## config.mk

```make
export PLATFORM = sky130hd
export DESIGN_NAME = ioctl_upload_reader
export DESIGN_NICKNAME = d
export VERILOG_FILES = /design/src/rtl/ioctl_upload_reader.sv
export SDC_FILE = /design/constraint.sdc
export NUM_CORES = 1
export LEC_CHECK = 0
export ABC_CLOCK_PERIOD_IN_PS = 2890
export BUFFER_PORTS_ARGS = -buffer_cell sky130_fd_sc_hd__buf_2
export CORE_ASPECT_RATIO = 0.6
export CORE_MARGIN = 1
export CORE_UTILIZATION = 50
export DETAILED_ROUTE_END_ITERATION = 8
export PLACE_DENSITY = 0.95
export SETUP_SLACK_MARGIN = 0.2
export SYNTH_ARGS = -nofsm -noshare
export SYNTH_HDL_FRONTEND = slang
export SYNTH_SLANG_ARGS = --single-unit
```

## constraint.sdc

```tcl
create_clock -name clk_sys -period 2.89 [get_ports clk_sys]
set_clock_uncertainty 0.2 [all_clocks]
set_input_delay 0.289 -clock clk_sys [delete_from_list [all_inputs] [get_ports clk_sys]]
set_output_delay 0.289 -clock clk_sys [all_outputs]
set_load 0.01 [all_outputs]
```

## src/rtl/ioctl_upload_reader.sv

```systemverilog
// HPS upload readback: serves ioctl byte reads from a core RAM port
// while the core is held paused so the saved image stays consistent.
module ioctl_upload_reader #(
    parameter int         ADDR_W = 16,
    parameter int         RAM_AW = 11,
    parameter int         LEN    = 2048,
    parameter int         RD_LAT = 1,
    parameter logic [7:0] PAD    = 8'hFF
) (
    input  logic              clk_sys,
    input  logic              reset_n,
    input  logic              ioctl_upload,
    input  logic              ioctl_rd,
    input  logic [ADDR_W-1:0] ioctl_addr,
    output logic [7:0]        ioctl_din,
    output logic              ioctl_wait,
    output logic              pause_req,
    input  logic              pause_ack,
    output logic [RAM_AW-1:0] ram_addr,
    output logic              ram_rd,
    input  logic [7:0]        ram_q,
    output logic              busy
);

    typedef enum logic [2:0] {
        S_IDLE,
        S_PAUSE,
        S_READY,
        S_FETCH,
        S_PADB,
        S_RELEASE
    } state_t;

    localparam logic [ADDR_W:0] LEN_W = (ADDR_W + 1)'(LEN);
    localparam logic [1:0]      LAT_W = 2'(RD_LAT);

    state_t            r_state;
    state_t            w_state_nxt;
    logic [7:0]        r_din;
    logic [7:0]        w_din_nxt;
    logic              r_wait;
    logic              w_wait_nxt;
    logic              r_preq;
    logic              w_preq_nxt;
    logic [RAM_AW-1:0] r_addr;
    logic [RAM_AW-1:0] w_addr_nxt;
    logic              r_rd;
    logic              w_rd_nxt;
    logic [1:0]        r_cnt;
    logic [1:0]        w_cnt_nxt;
    logic              w_in_range;
    logic              w_abort;

    // Range check on the full HPS address so high bits never alias into RAM
    assign w_in_range = ({1'b0, ioctl_addr} < LEN_W);
    assign w_abort    = !ioctl_upload &&
                        (r_state inside {S_PAUSE, S_READY, S_FETCH, S_PADB});

    always_ff @(posedge clk_sys) begin
        if (!reset_n) begin
            r_state <= S_IDLE;
            r_din   <= 8'h00;
            r_wait  <= 1'b0;
            r_preq  <= 1'b0;
            r_addr  <= '0;
            r_rd    <= 1'b0;
            r_cnt   <= 2'd0;
        end else begin
            r_state <= w_state_nxt;
            r_din   <= w_din_nxt;
            r_wait  <= w_wait_nxt;
            r_preq  <= w_preq_nxt;
            r_addr  <= w_addr_nxt;
            r_rd    <= w_rd_nxt;
            r_cnt   <= w_cnt_nxt;
        end
    end

    always_comb begin
        w_state_nxt = r_state;
        w_din_nxt   = r_din;
        w_wait_nxt  = r_wait;
        w_preq_nxt  = r_preq;
        w_addr_nxt  = r_addr;
        w_rd_nxt    = 1'b0;
        w_cnt_nxt   = r_cnt;
        if (w_abort) begin
            w_state_nxt = S_RELEASE;
            w_preq_nxt  = 1'b0;
            w_wait_nxt  = 1'b0;
        end else begin
            unique case (r_state)
                S_IDLE: begin
                    if (ioctl_upload) begin
                        w_state_nxt = S_PAUSE;
                        w_preq_nxt  = 1'b1;
                        w_wait_nxt  = 1'b1;
                    end
                end
                S_PAUSE: begin
                    if (pause_ack) begin
                        w_state_nxt = S_READY;
                        w_wait_nxt  = 1'b0;
                    end
                end
                S_READY: begin
                    if (ioctl_rd) begin
                        w_wait_nxt = 1'b1;
                        if (w_in_range) begin
                            w_state_nxt = S_FETCH;
                            w_addr_nxt  = ioctl_addr[RAM_AW-1:0];
                            w_rd_nxt    = 1'b1;
                            w_cnt_nxt   = 2'd0;
                        end else begin
                            w_state_nxt = S_PADB;
                        end
                    end
                end
                S_FETCH: begin
                    // r_cnt counts cycles since ram_addr became valid
                    if (r_cnt == LAT_W) begin
                        w_state_nxt = S_READY;
                        w_din_nxt   = ram_q;
                        w_wait_nxt  = 1'b0;
                    end else begin
                        w_cnt_nxt = r_cnt + 2'd1;
                    end
                end
                S_PADB: begin
                    w_state_nxt = S_READY;
                    w_din_nxt   = PAD;
                    w_wait_nxt  = 1'b0;
                end
                S_RELEASE: begin
                    w_state_nxt = S_IDLE;
                    w_preq_nxt  = 1'b0;
                    w_wait_nxt  = 1'b0;
                end
                default: begin
                    w_state_nxt = S_IDLE;
                    w_preq_nxt  = 1'b0;
                    w_wait_nxt  = 1'b0;
                end
            endcase
        end
    end

    assign ioctl_din  = r_din;
    assign ioctl_wait = r_wait;
    assign pause_req  = r_preq;
    assign ram_addr   = r_addr;
    assign ram_rd     = r_rd;
    assign busy       = (r_state != S_IDLE);

endmodule

```

==> out/qor.yml <==
grt:
  globalRoute.totalOverflow: 0
  antenna_found_initial: 0
  grt_max_degree: 40
  grt_pass1_wl_mm: 4.91
  grt_pass1_vias: 1077
  grt_usage_pct: 26.5
status:
  status: "finished, final reports clean"
yosys:
  syn_area_um2: 1200
  synth_async_sr_flop_share_pct: 0
  yosys_warnings: 0
  yosys-top-cells-area: "dfxtp_1, o221a_2, nand3_1, o21ai_0, nand2_1"
  yosysMostFrequentCell: "dfxtp_1"
  ys_ff_latch: 27
  syn_area_per_cell_um2: 8.85
  synth_edf_count: 0
  synth_ff_type: "dfxtp_1"
  yosysTopAreaCellShare_pct: 44.9
  synth_top_cell_by_area: "dfxtp_1"
  synthTopCellsByCount: "dfxtp_1, nand2_1, nand3_1"
  netlist-cell-type-count: 38
  syn_inst: 136
  seq_area_frac_synth_pct: 44.9
  syn_nets: 166
final_layout:
  drive_above_1_share_pct: 37.4
  multi_input_area_um2: 593
  regArea_um2: 541
  fillers: 180
  antenna_cells: 0
  area_growth_pct: 25.1
  design_area_um2: 1510
  instances_no_fill: 212
  fin_util_pct: 68.0
  final_net_count: 213
clock_network:
  clkSinkCount: 27
  cts-root-buf: "clkbuf_8"
  cts_tree: "yes"
  post_cts_buffers: 0
  post_cts_resized: 0
  clk_pin_slew_ns: 0.09
  cts_buffers: 3
  htree_levels: 1
  cts_hold_buffers: 0
  clockBufferDepth: 2
  clk_latency_ns: 0.27
pwr:
  powerDensity_nw_per_um2: 468
  total_power_uw: 705
  vdd_drop_max_mv: 0.323
  cellLeakagePower_nw: 0.653
floorplanning:
  initial_core_util_pct: 54.4
  io_pins: 52
  fp-row-count: 13
  core-area_um2: 2210
  die_h_um: 40.0
  die_area_um2: 2610
  die_w_um: 65.3
route:
  via_count: 1268
  drt_wl_total_mm: 3.35
  antenna_left: 0
  drt_iter0_markers: 114
  drc: 0
  vias_per_cell: 5.98
  post_drt_wl_per_cell_um: 15.8
  dr.pass1.iters: 4
sta:
  hold_slack_ns: 0.0362
  fin_crit_sh_pct: 72.7
  relSlewSlack_pct: 60.9
  final.setup.worst_slack_ns: 0.788
  setup_tns_ns: 0
  maxSlewViolCount: 0
  worstMarginPinSlew_ns: 0.585
  rsz0062_at_grt: "no"
  max_freq_ghz: 0.476
  fin_crit_ns: 2.10
  hold_violations: 0
  setup_viol: 0
placed_design:
  dpl_worst_slack_ns: 0.884
  placedInstanceArea_um2: 1460
  dp.cells: 208
  gp_congestion: 0.818
  place_hpwl_mm: 2.40
  io_buffers: 51
worst_hold_path:
  hold_path_class: "in2reg"
critical_path:
  critPathMaxFanout: 15
  critPathLaunchType: "register"
  crit_required_ns: 2.91
  worstPathArrival_ns: 2.12
  cp-end-kind: "register"
  criticalPathCategory: "reg2reg"
job:
  drv_cap: 0
power breakdown:
group,internal [mW],switching (mW)
clock,0.0989,0.115
sequential,0.381,0.0145
combinational,0.0424,0.0537
state kept, by name, summed over array words and instances, names as in the netlist:
signal and cells:
ram_addr 11, ioctl_din 8, r_state 3, r_cnt 2, ioctl_wait 1, pause_req 1, ram_rd 1
layer usage:
layer / track usage [%] / part of all wire [%] / vias up
met2: 49.0 / 51 / 65
met3: 7.10 / 7.2 / 16
met5: 0 / 0 / -
li1: - / - / 590
met4: 14.7 / 3.2 / 0
met1: 29.1 / 39 / 597
final cells by class:
type | count | share of cell area, %
inverters | 5 | 1.25
clock buffers | 4 | 2.99
repair buffers | 53 | 18.0
multi-input cells | 93 | 39.4
flip-flops and latches | 27 | 35.9
well taps | 30 | 2.49
critical path, stage by stage (launching register included):
cell and delay [ns]:
dfxtp_1 0.62, nor2b_1 0.29, a32oi_1 0.14, nor2b_1 0.51, o221a_2 0.28
path summary, 6_finish.rpt:
check,start,end,slack (ns),depth (start not counted)
min reg2reg,ram_addr[2],ram_addr[2],0.25,2
max reg2reg,r_state[0],ioctl_din[0],0.79,4
max,r_state[0],ioctl_din[0],0.79,4
min,ioctl_addr[3],ram_addr[3],0.04,3
layout by cell type, fill, tap and decap left out:
| cell | count |
|---|---|
| mux2i_1 | 1 |
| ha_1 | 1 |
| nand4_1 | 1 |
| o221a_2 | 8 |
| or4_4 | 1 |
| or4_1 | 1 |
| buf_2 | 51 |
| o21ai_1 | 1 |
| inv_1 | 5 |
| nor2_1 | 8 |
| o21ai_0 | 12 |
| nand2b_1 | 1 |
| clkbuf_1 | 1 |
| nor3_1 | 1 |
| clkbuf_8 | 3 |
| or3b_2 | 1 |
| nor4b_1 | 1 |
| o311a_1 | 1 |
| nand4b_1 | 1 |
| buf_4 | 2 |
| nor2b_1 | 4 |
| o211ai_1 | 2 |
| nand3_1 | 15 |
| dfxtp_1 | 27 |
| a2bb2oi_1 | 1 |
| o311ai_0 | 1 |
| a41o_1 | 1 |
| a22oi_1 | 2 |
| a21oi_1 | 4 |
| o31ai_1 | 1 |
| nor4_4 | 1 |
| o31a_2 | 1 |
| maj3_1 | 1 |
| o221ai_1 | 1 |
| a32oi_1 | 1 |
| o41ai_1 | 1 |
| nand2_1 | 16 |
cell families after synthesis:
family                   after synthesis  share of synthesized area, %
AND/OR/NAND/NOR                       52                          22.8
AO/OA/AOI/OAI                         38                          23.8
flip-flops                            27                          44.9
buffers and inverters                 16                          5.82
adder cells (fa/ha/maj)                2                          1.87
multiplexers                           1                         0.832
(Power assumes the default switching activity.)
